## src/rtl/seg7_pkg.sv

```systemverilog
// Shared definitions for the 7-segment display blocks: scan FSM encoding,
// blanking constants and the active-low hex glyph patterns ({g,f,e,d,c,b,a}).
package seg7_pkg;

  typedef enum logic {
    ST_BLANK = 1'b0,
    ST_DRIVE = 1'b1
  } state_t;

  localparam logic [6:0] SEG_OFF = 7'h7F;
  localparam logic [7:0] AN_OFF  = 8'hFF;

  localparam logic [6:0] SEG_0 = 7'h40;
  localparam logic [6:0] SEG_1 = 7'h79;
  localparam logic [6:0] SEG_2 = 7'h24;
  localparam logic [6:0] SEG_3 = 7'h30;
  localparam logic [6:0] SEG_4 = 7'h19;
  localparam logic [6:0] SEG_5 = 7'h12;
  localparam logic [6:0] SEG_6 = 7'h02;
  localparam logic [6:0] SEG_7 = 7'h78;
  localparam logic [6:0] SEG_8 = 7'h00;
  localparam logic [6:0] SEG_9 = 7'h10;
  localparam logic [6:0] SEG_A = 7'h08;
  localparam logic [6:0] SEG_B = 7'h03;
  localparam logic [6:0] SEG_C = 7'h46;
  localparam logic [6:0] SEG_D = 7'h21;
  localparam logic [6:0] SEG_E = 7'h06;
  localparam logic [6:0] SEG_F = 7'h0E;

endpackage

```

## src/rtl/seg7_hex_decode.sv

```systemverilog
// Combinational 4-bit hex to active-low 7-segment lookup, shared by the
// display blocks.
module seg7_hex_decode
  import seg7_pkg::*;
(
  input  logic [3:0] i_hex,
  output logic [6:0] o_seg
);

  // NOTE: every always_comb output gets a default first so no path can infer a latch.
  always_comb begin
    o_seg = SEG_OFF;
    case (i_hex)
      4'h0: o_seg = SEG_0;
      4'h1: o_seg = SEG_1;
      4'h2: o_seg = SEG_2;
      4'h3: o_seg = SEG_3;
      4'h4: o_seg = SEG_4;
      4'h5: o_seg = SEG_5;
      4'h6: o_seg = SEG_6;
      4'h7: o_seg = SEG_7;
      4'h8: o_seg = SEG_8;
      4'h9: o_seg = SEG_9;
      4'hA: o_seg = SEG_A;
      4'hB: o_seg = SEG_B;
      4'hC: o_seg = SEG_C;
      4'hD: o_seg = SEG_D;
      4'hE: o_seg = SEG_E;
      4'hF: o_seg = SEG_F;
      default: o_seg = SEG_OFF;
    endcase
  end

endmodule

```

## src/rtl/seg7_scan.sv

```systemverilog
// Time-multiplexed common-anode 7-segment scanner: clk_1K edges advance the
// digit, a blank gap separates digits, and inputs are latched once per frame.
module seg7_scan
  import seg7_pkg::*;
#(
  parameter int NUM_DIGITS   = 8,
  parameter int BLANK_CYCLES = 16
) (
  input  logic                    clk_100M,
  input  logic                    rst,
  input  logic                    clk_1K,
  input  logic [4*NUM_DIGITS-1:0] data,
  input  logic [NUM_DIGITS-1:0]   dp_in,
  input  logic [NUM_DIGITS-1:0]   digit_en,
  output logic [NUM_DIGITS-1:0]   an,
  output logic [6:0]              seg,
  output logic                    dp,
  output logic                    frame_done
);

  localparam int IDX_W = (NUM_DIGITS > 1) ? $clog2(NUM_DIGITS) : 1;
  localparam int CNT_W = $clog2(BLANK_CYCLES + 1);
  localparam logic [IDX_W-1:0] IDX_LAST = IDX_W'(NUM_DIGITS - 1);
  localparam logic [CNT_W-1:0] CNT_LOAD = CNT_W'(BLANK_CYCLES);

  logic r_s0, r_s1, r_s2, r_scan_tick;
  state_t r_state, w_state_nxt;
  logic [IDX_W-1:0] r_index, w_index_nxt;
  logic [CNT_W-1:0] r_blank_cnt, w_blank_cnt_nxt;
  logic [4*NUM_DIGITS-1:0] r_sh_data, w_sh_data_nxt;
  logic [NUM_DIGITS-1:0] r_sh_dp, w_sh_dp_nxt, r_sh_en, w_sh_en_nxt;
  logic w_latch, w_frame_nxt;
  logic [NUM_DIGITS-1:0] r_an, w_an_nxt;
  logic [6:0] r_seg, w_seg_nxt, w_seg_dec;
  logic r_dp, w_dp_nxt, r_frame_done;

  // NOTE: clk_1K is asynchronous data; two flops settle it before the edge flop looks at it.
  always_ff @(posedge clk_100M or posedge rst) begin
    if (rst) begin
      r_s0        <= 1'b0;
      r_s1        <= 1'b0;
      r_s2        <= 1'b0;
      r_scan_tick <= 1'b0;
    end else begin
      r_s0        <= clk_1K;
      r_s1        <= r_s0;
      r_s2        <= r_s1;
      r_scan_tick <= r_s1 & ~r_s2;
    end
  end

  always_comb begin
    w_state_nxt     = r_state;
    w_index_nxt     = r_index;
    w_blank_cnt_nxt = r_blank_cnt;
    w_frame_nxt     = 1'b0;
    w_latch         = 1'b0;
    case (r_state)
      ST_BLANK: begin
        w_blank_cnt_nxt = r_blank_cnt - CNT_W'(1);
        if (r_blank_cnt == CNT_W'(1)) begin
          w_state_nxt = ST_DRIVE;
          w_latch     = (r_index == '0);
        end
      end
      ST_DRIVE: begin
        if (r_scan_tick) begin
          w_index_nxt     = (r_index == IDX_LAST) ? '0 : r_index + IDX_W'(1);
          w_frame_nxt     = (r_index == IDX_LAST);
          w_blank_cnt_nxt = CNT_LOAD;
          w_state_nxt     = ST_BLANK;
        end
      end
      default: w_state_nxt = ST_BLANK;
    endcase
  end

  // Outputs are computed from next-state values so the registers change on the entering edge.
  assign w_sh_data_nxt = w_latch ? data     : r_sh_data;
  assign w_sh_dp_nxt   = w_latch ? dp_in    : r_sh_dp;
  assign w_sh_en_nxt   = w_latch ? digit_en : r_sh_en;

  seg7_hex_decode u_decode (
    .i_hex (w_sh_data_nxt[{w_index_nxt, 2'b00} +: 4]),
    .o_seg (w_seg_dec)
  );

  always_comb begin
    w_an_nxt  = AN_OFF[NUM_DIGITS-1:0];
    w_seg_nxt = SEG_OFF;
    w_dp_nxt  = 1'b1;
    if (w_state_nxt == ST_DRIVE && w_sh_en_nxt[w_index_nxt]) begin
      w_an_nxt[w_index_nxt] = 1'b0;
      w_seg_nxt             = w_seg_dec;
      w_dp_nxt              = ~w_sh_dp_nxt[w_index_nxt];
    end
  end

  // NOTE: sequential state uses non-blocking assignments so every register samples pre-edge values.
  always_ff @(posedge clk_100M or posedge rst) begin
    if (rst) begin
      r_state      <= ST_BLANK;
      r_index      <= '0;
      r_blank_cnt  <= CNT_LOAD;
      // NOTE: the shadow registers are reset too, so the first frame never shows stale contents.
      r_sh_data    <= '0;
      r_sh_dp      <= '0;
      r_sh_en      <= '0;
      r_an         <= AN_OFF[NUM_DIGITS-1:0];
      r_seg        <= SEG_OFF;
      r_dp         <= 1'b1;
      r_frame_done <= 1'b0;
    end else begin
      r_state      <= w_state_nxt;
      r_index      <= w_index_nxt;
      r_blank_cnt  <= w_blank_cnt_nxt;
      r_sh_data    <= w_sh_data_nxt;
      r_sh_dp      <= w_sh_dp_nxt;
      r_sh_en      <= w_sh_en_nxt;
      r_an         <= w_an_nxt;
      r_seg        <= w_seg_nxt;
      r_dp         <= w_dp_nxt;
      r_frame_done <= w_frame_nxt;
    end
  end

  assign an         = r_an;
  assign seg        = r_seg;
  assign dp         = r_dp;
  assign frame_done = r_frame_done;

endmodule

```

## config.mk

```make
export PLATFORM = sky130hd
export DESIGN_NAME = seg7_scan
export DESIGN_NICKNAME = d
export VERILOG_FILES = /design/src/rtl/seg7_pkg.sv /design/src/rtl/seg7_hex_decode.sv /design/src/rtl/seg7_scan.sv
export SDC_FILE = /design/constraint.sdc
export NUM_CORES = 1
export LEC_CHECK = 0
export ABC_AREA = 1
export CAP_MARGIN = 20
export CORE_MARGIN = 3
export CORE_UTILIZATION = 57
export DETAILED_ROUTE_END_ITERATION = 6
export PLACE_DENSITY = 0.85
export SYNTH_ARGS = -nofsm -noshare
export SYNTH_HDL_FRONTEND = slang
export SYNTH_SLANG_ARGS = --single-unit
```

## constraint.sdc

```tcl
create_clock -name clk_100M -period 6.2 [get_ports clk_100M]
set_clock_uncertainty 0.2 [all_clocks]
set_input_delay 1.55 -clock clk_100M [delete_from_list [all_inputs] [get_ports clk_100M]]
set_output_delay 1.55 -clock clk_100M [all_outputs]
set_load 0.03 [all_outputs]
```

* Yosys cells after proc, flatten, opt, wreduce, memory -nomap -nowiden *
Memories as Yosys holds them, arrays and structs flattened.
Cells that the tools add are included.

cells by class
  $add $sub $neg = 2
  shifts and indexed selects = 1
  bitwise operators = 5
  mux-type cells = 24
  reductions and logical operators = 3
  magnitude comparators = 2
  eq/ne operators = 3

operator list
  operator             number
  $mux 32              1
  $shiftx 32x6->4      1
  $mux 8               3
  $mux 1               10
  $pmux 5 s2           1
  $mux 3               3
  $not 8->8            1
  $mux 7               1
  $bmux 1 s3           2
  $eq 5x1->1 const B   1
  $mux 5               1
  $sub 5x1->5 const B  1
  $lt 3x4->1 const B   1
  $add 3x1->3 const B  1
  $demux 1 s3          1
  $eq 3x3->1 const B   1
  $ge 3x1->1 const B   1
  $logic_not 3->1      1
  $not 1->1            3
  $logic_and 1x1->1    2
  $ne 2x2->1 const B   1
  $pmux 1 s2           1
  $and 1x1->1          1

storage, ports and cells
  input bits = 51
  ROM bits = 112
  output and inout port bits = 17
  memories = 1
  register bits after elaboration = 78
  word-level logic and storage cells = 55

memories
  memory           depth  width  read ports  clocked after Yosys merged registers in  write ports  RTL line               text
  (no name shown)  16     7      1           0                                        0            seg7_hex_decode.sv:13  case (i_hex)

* Depth between registers and ports, before layout *
  depth in word-level cells = 10
  mapped depth = 19
  depth with buffers taken out = 17

* Cells and area by module *
A second synthesis with hierarchy kept.

unflattened totals
  cells, all modules = 483
  area total of the unflattened synthesis = 3888.7 um^2

by module, submodules not included
  module           cells an instance  times used  seq. area each (um^2)  area each (um^2)
  seg7_scan        431                1           1973.1                 3608.5
  seg7_hex_decode  52                 1           0.0                    280.3

* Worst setup path after synthesis *
No wires, ideal clock.

  path type = in2reg
  start point = input port data[29]
  end point = register r_seg[0] (netlist: seg[0])
  data arrival time = 2.593 ns
  library setup time = 0.084 ns
  slack = 3.324 ns
  buffers on the path = 0
  required time = 5.916 ns
  cell stages on the path = 12
  path through = nand3_1 nand2_1 nand2_1 nand2_1 nor2_1 nand2_1 inv_1 ha_1 inv_1 nand3_1 nand3_1 nand3_1

on the way
  cells in the longest elaborated chain, start to end = 4

ends and longest elaborated chain
  item                   RTL line          text
  start, declared        seg7_scan.sv:12   input logic [4*NUM_DIGITS-1:0] data,
  $mux 32                seg7_scan.sv:79   assign w_sh_data_nxt = w_latch ? data : r_sh_data;
  via w_sh_data_nxt[29]  seg7_scan.sv:30   logic [4*NUM_DIGITS-1:0] r_sh_data, w_sh_data_nxt;
  $shiftx 32x6->4        seg7_scan.sv:84   .i_hex (w_sh_data_nxt[{w_index_nxt, 2'b00} +: 4]),
  $mem_v2 16x7           -
  $mux 7                 seg7_scan.sv:92   if (w_state_nxt == ST_DRIVE && w_sh_en_nxt[w_index_nxt]) begin
  via w_seg_nxt[0]       seg7_scan.sv:34   logic [6:0] r_seg, w_seg_nxt, w_seg_dec;
  end signal, assigned   seg7_scan.sv:121  r_seg <= w_seg_nxt;
  end, declared          seg7_scan.sv:34

The timed path passes the listed nets, and every way through them passes these cells.
A chain may end at the register's enable or synchronous reset.

* Final worst setup path *
  start point = register r_an[1] (netlist: an[1])
  end point = output port an[1]

RTL lines
  item                    RTL line          text
  start, declared         seg7_scan.sv:33   logic [NUM_DIGITS-1:0] r_an, w_an_nxt;
  start signal, assigned  seg7_scan.sv:109  r_an <= AN_OFF[NUM_DIGITS-1:0];
  start signal, assigned  seg7_scan.sv:120  r_an <= w_an_nxt;
  end, declared           seg7_scan.sv:15   output logic [NUM_DIGITS-1:0] an,

No word-level cell between the ends.

==> impl_metrics.env <==
export IMPL_status="complete, no violations"
export IMPL_ys_seq_area_share_pct=51.49
export IMPL_combPwrFrac_pct=48.9
export IMPL_cp_start_kind="register"
export IMPL_drv_cap=0
export IMPL_drt_iter0_markers=206
export IMPL_yosys_cell_count_top_type="nand2_1"
export IMPL_core_um2=6422
export IMPL_synthTopCellsByCount="nand2_1, dfrtp_1, nand3_1, inv_1, nor2_1"
export IMPL_max_freq_mhz=303.5
export IMPL_drive_above_1_share_pct=12.17
export IMPL_die_h_um=88.00
export IMPL_finalCritPeriodShare_pct=53.14
export IMPL_worstMarginPinSlew_ns=0.7265
export IMPL_slowest_stage="clkdlybuf4s50_1"
export IMPL_whs_ns=0.1561
export IMPL_ys_seq_elements=78
export IMPL_viasPerCell=5.337
export IMPL_syn_avg_cell_area_um2=8.260
export IMPL_grt_antenna_before_repair=0
export IMPL_io_pins=68
export IMPL_cts_htree_levels=3
export IMPL_maxSlewHeadroom_pct=51.39
export IMPL_switching_share_pct=43.80
export IMPL_leakagePower_nw=2.374
export IMPL_hold_violations=0
export IMPL_max_stage_delay_ns=0.67
export IMPL_io_buffers=67
export IMPL_first_pass_iters=4
export IMPL_layout_min_cycle_time_ns=3.295
export IMPL_setup_viol=0
export IMPL_groute_usage_overall_pct=25.18
export IMPL_synth_edf_count=0
export IMPL_rsz0062_at_grt="false"
export IMPL_pwr_share_seq_pct=33.6
export IMPL_synthFlopType="dfrtp_1"
export IMPL_syn_area_um2=3832
export IMPL_cp_required_ns=4.45
export IMPL_gp_congestion=1.005
export IMPL_fill_cells=480
export IMPL_cts_tree="yes"
export IMPL_setup_tns_final_ns=0
export IMPL_synth_top_area_share_pct=39.83
export IMPL_routed_wl_um=8911
export IMPL_crit_buf_inv=1
export IMPL_grt_overflow_total=0
export IMPL_yosys_warnings=0
export IMPL_cts_path_max_buffers=2
export IMPL_p_int_mw=1.359
export IMPL_cts_setup_buffers=0
export IMPL_grt_start_max_net_pins=61
export IMPL_path_max_fanout=1
export IMPL_hold_path_class="register to register"
export IMPL_crit_path_cell_trace="clkdlybuf4s50_1"
export IMPL_cts_resized_gates=0
export IMPL_die_area_um2=7743
export IMPL_synth_distinct_cells=28
export IMPL_power_density_nw_per_um2=511.9
export IMPL_area_growth_pct=23.28
export IMPL_crit_path_end_kind="output port"
export IMPL_fp_dieW_um=88.00
export IMPL_syn_nets=526
export IMPL_grt_pass1_wl_um=14790
export IMPL_cts_clk_slew_worst_paths_ns=0.08
export IMPL_vias=3261
export IMPL_ant_nets=0
export IMPL_synthCells=464
export IMPL_critPathTopFamily="buffers and inverters"
export IMPL_peakVddDrop_v=0.0002808
export IMPL_grt_pass1_vias=3244
export IMPL_synth_top_area_cell="dfrtp_1"
export IMPL_crit_type="register to output port"
export IMPL_pwr_share_clk_pct=17.5
export IMPL_drv_slew=0
export IMPL_clkLatencyLatePin_ns=0.35
export IMPL_dp_hpwl_um=6006
export IMPL_worstPathArrival_ns=1.54
export IMPL_async_flop_share_pct=100.0
export IMPL_num_antenna_cells=0
export IMPL_hold_buffers=0
export IMPL_wl_per_cell_um=14.58
export IMPL_drcViolationCount=0
export IMPL_clkSinkCount=78
export IMPL_cts_root_buffer="clkbuf_8"
export IMPL_final_nets=591
export IMPL_initial_core_util_pct=59.67
export IMPL_cts_buffers=9
export IMPL_rows=29
export IMPL_yosys_top_cells_area="dfrtp_1, nand2_1, dfstp_2"
export IMPL_p_sw_mw=1.059
-- layout by cell type, fill, tap and decap left out, drive strengths merged --
cell and count:
nand2 197, clkdlybuf4s50 67, dfrtp 61, nand3 54, inv 46, nor2 33, dfstp 17, ha 11
clkbuf 10, o21a 9, o21ai 9, nand4 3, nor3 2, o211ai 2, a21oi 2, clkinv 2
bufinv 2, clkinvlp 2, buf 2, nand3b 1, or2 1, o22ai 1
-- worst reg2reg max path: stages (launching register included) --
cell     delay (ns)
dfrtp_1        0.40
inv_1          0.08
ha_1           0.16
nand2_2        0.09
nor2_8         0.45
nand2_4        0.46
nand2_1        0.21
nand2_1        0.10
nand2_1        0.07
nand2_1        0.07
nor2_1         0.13
nand2_1        0.13
inv_1          0.14
ha_1           0.25
nand2_1        0.10
nor2_1         0.05
nor2_1         0.09
nand2_1        0.06
-- per-stage QoR --
stage	total power, mW	worst slack (ns)	area (µm²)	util (%)	std cells
after global routing	2.610	2.556	4725	73.56	611
after detailed placement	1.978	2.625	4502	70.10	595
after global placement	1.912	2.731	4502	70.10	595
final	2.419	2.905	4725	73.56	611
after CTS	2.412	2.884	4725	73.56	611
after floorplan	1.709	2.483	3832	-	464
-- per-layer routing --
layer,vias to the layer above,global-route usage [%],routed length (µm)
met5,-,0,0
li1,1578,-,-
met1,1529,32.02,3801
met2,131,42.26,4391
met4,0,9.623,192
met3,23,5.456,525
-- path summary, 6_finish.rpt --
check | from | slack (ns) | to | cells after the start
max | an[1] | 2.91 | an[1] | 1
min | r_s0 | 0.16 | r_s1 | 0
max reg2reg | r_index[0] | 2.92 | seg[1] | 17
min reg2reg | r_s0 | 0.16 | r_s1 | 0
max in group asynchronous | rst | 3.34 | r_s2 | 3
min in group asynchronous | rst | 1.41 | r_sh_data[30] | 2
-- state kept, by name, summed over array words and instances, names as in the netlist --
name,flops
an,8
r_sh_data,32
r_sh_dp,8
r_sh_en,8
r_s2,1
r_index,3
r_s1,1
r_s0,1
frame_done,1
r_state,1
seg,7
dp,1
r_scan_tick,1
r_blank_cnt,5
-- final cells by class --
class / instances / area (µm²) / area share (%)
multi-input combinational: 325 / 1572 / 33.26
tap: 77 / 96.34 / 2.039
timing repair buffer: 69 / 685.7 / 14.51
inverter: 46 / 175.2 / 3.708
sequential: 78 / 1973 / 41.76
clock buffer: 10 / 137.6 / 2.913
clock inverter: 6 / 85.08 / 1.801
-- power by group through the flow --
| stage | combinational [mW] | clock (mW) | sequential [mW] |
|---|---|---|---|
| detailed placement | 1.16 | 0 | 0.823 |
| CTS | 1.17 | 0.430 | 0.814 |
| finish | 1.18 | 0.423 | 0.813 |
| global route | 1.33 | 0.449 | 0.833 |
| global placement | 1.10 | 0 | 0.809 |
| floorplan | 0.858 | 0 | 0.851 |
-- logic make-up after synthesis --
logic type               share of synthesized area [%]
AO/OA/AOI/OAI                                    4.048
adder cells (fa/ha/maj)                          3.591
flip-flops                                       51.49
buffers and inverters                            7.574
AND/OR/NAND/NOR                                  33.30
No activity file was read; power rests on OpenSTA's default activity.
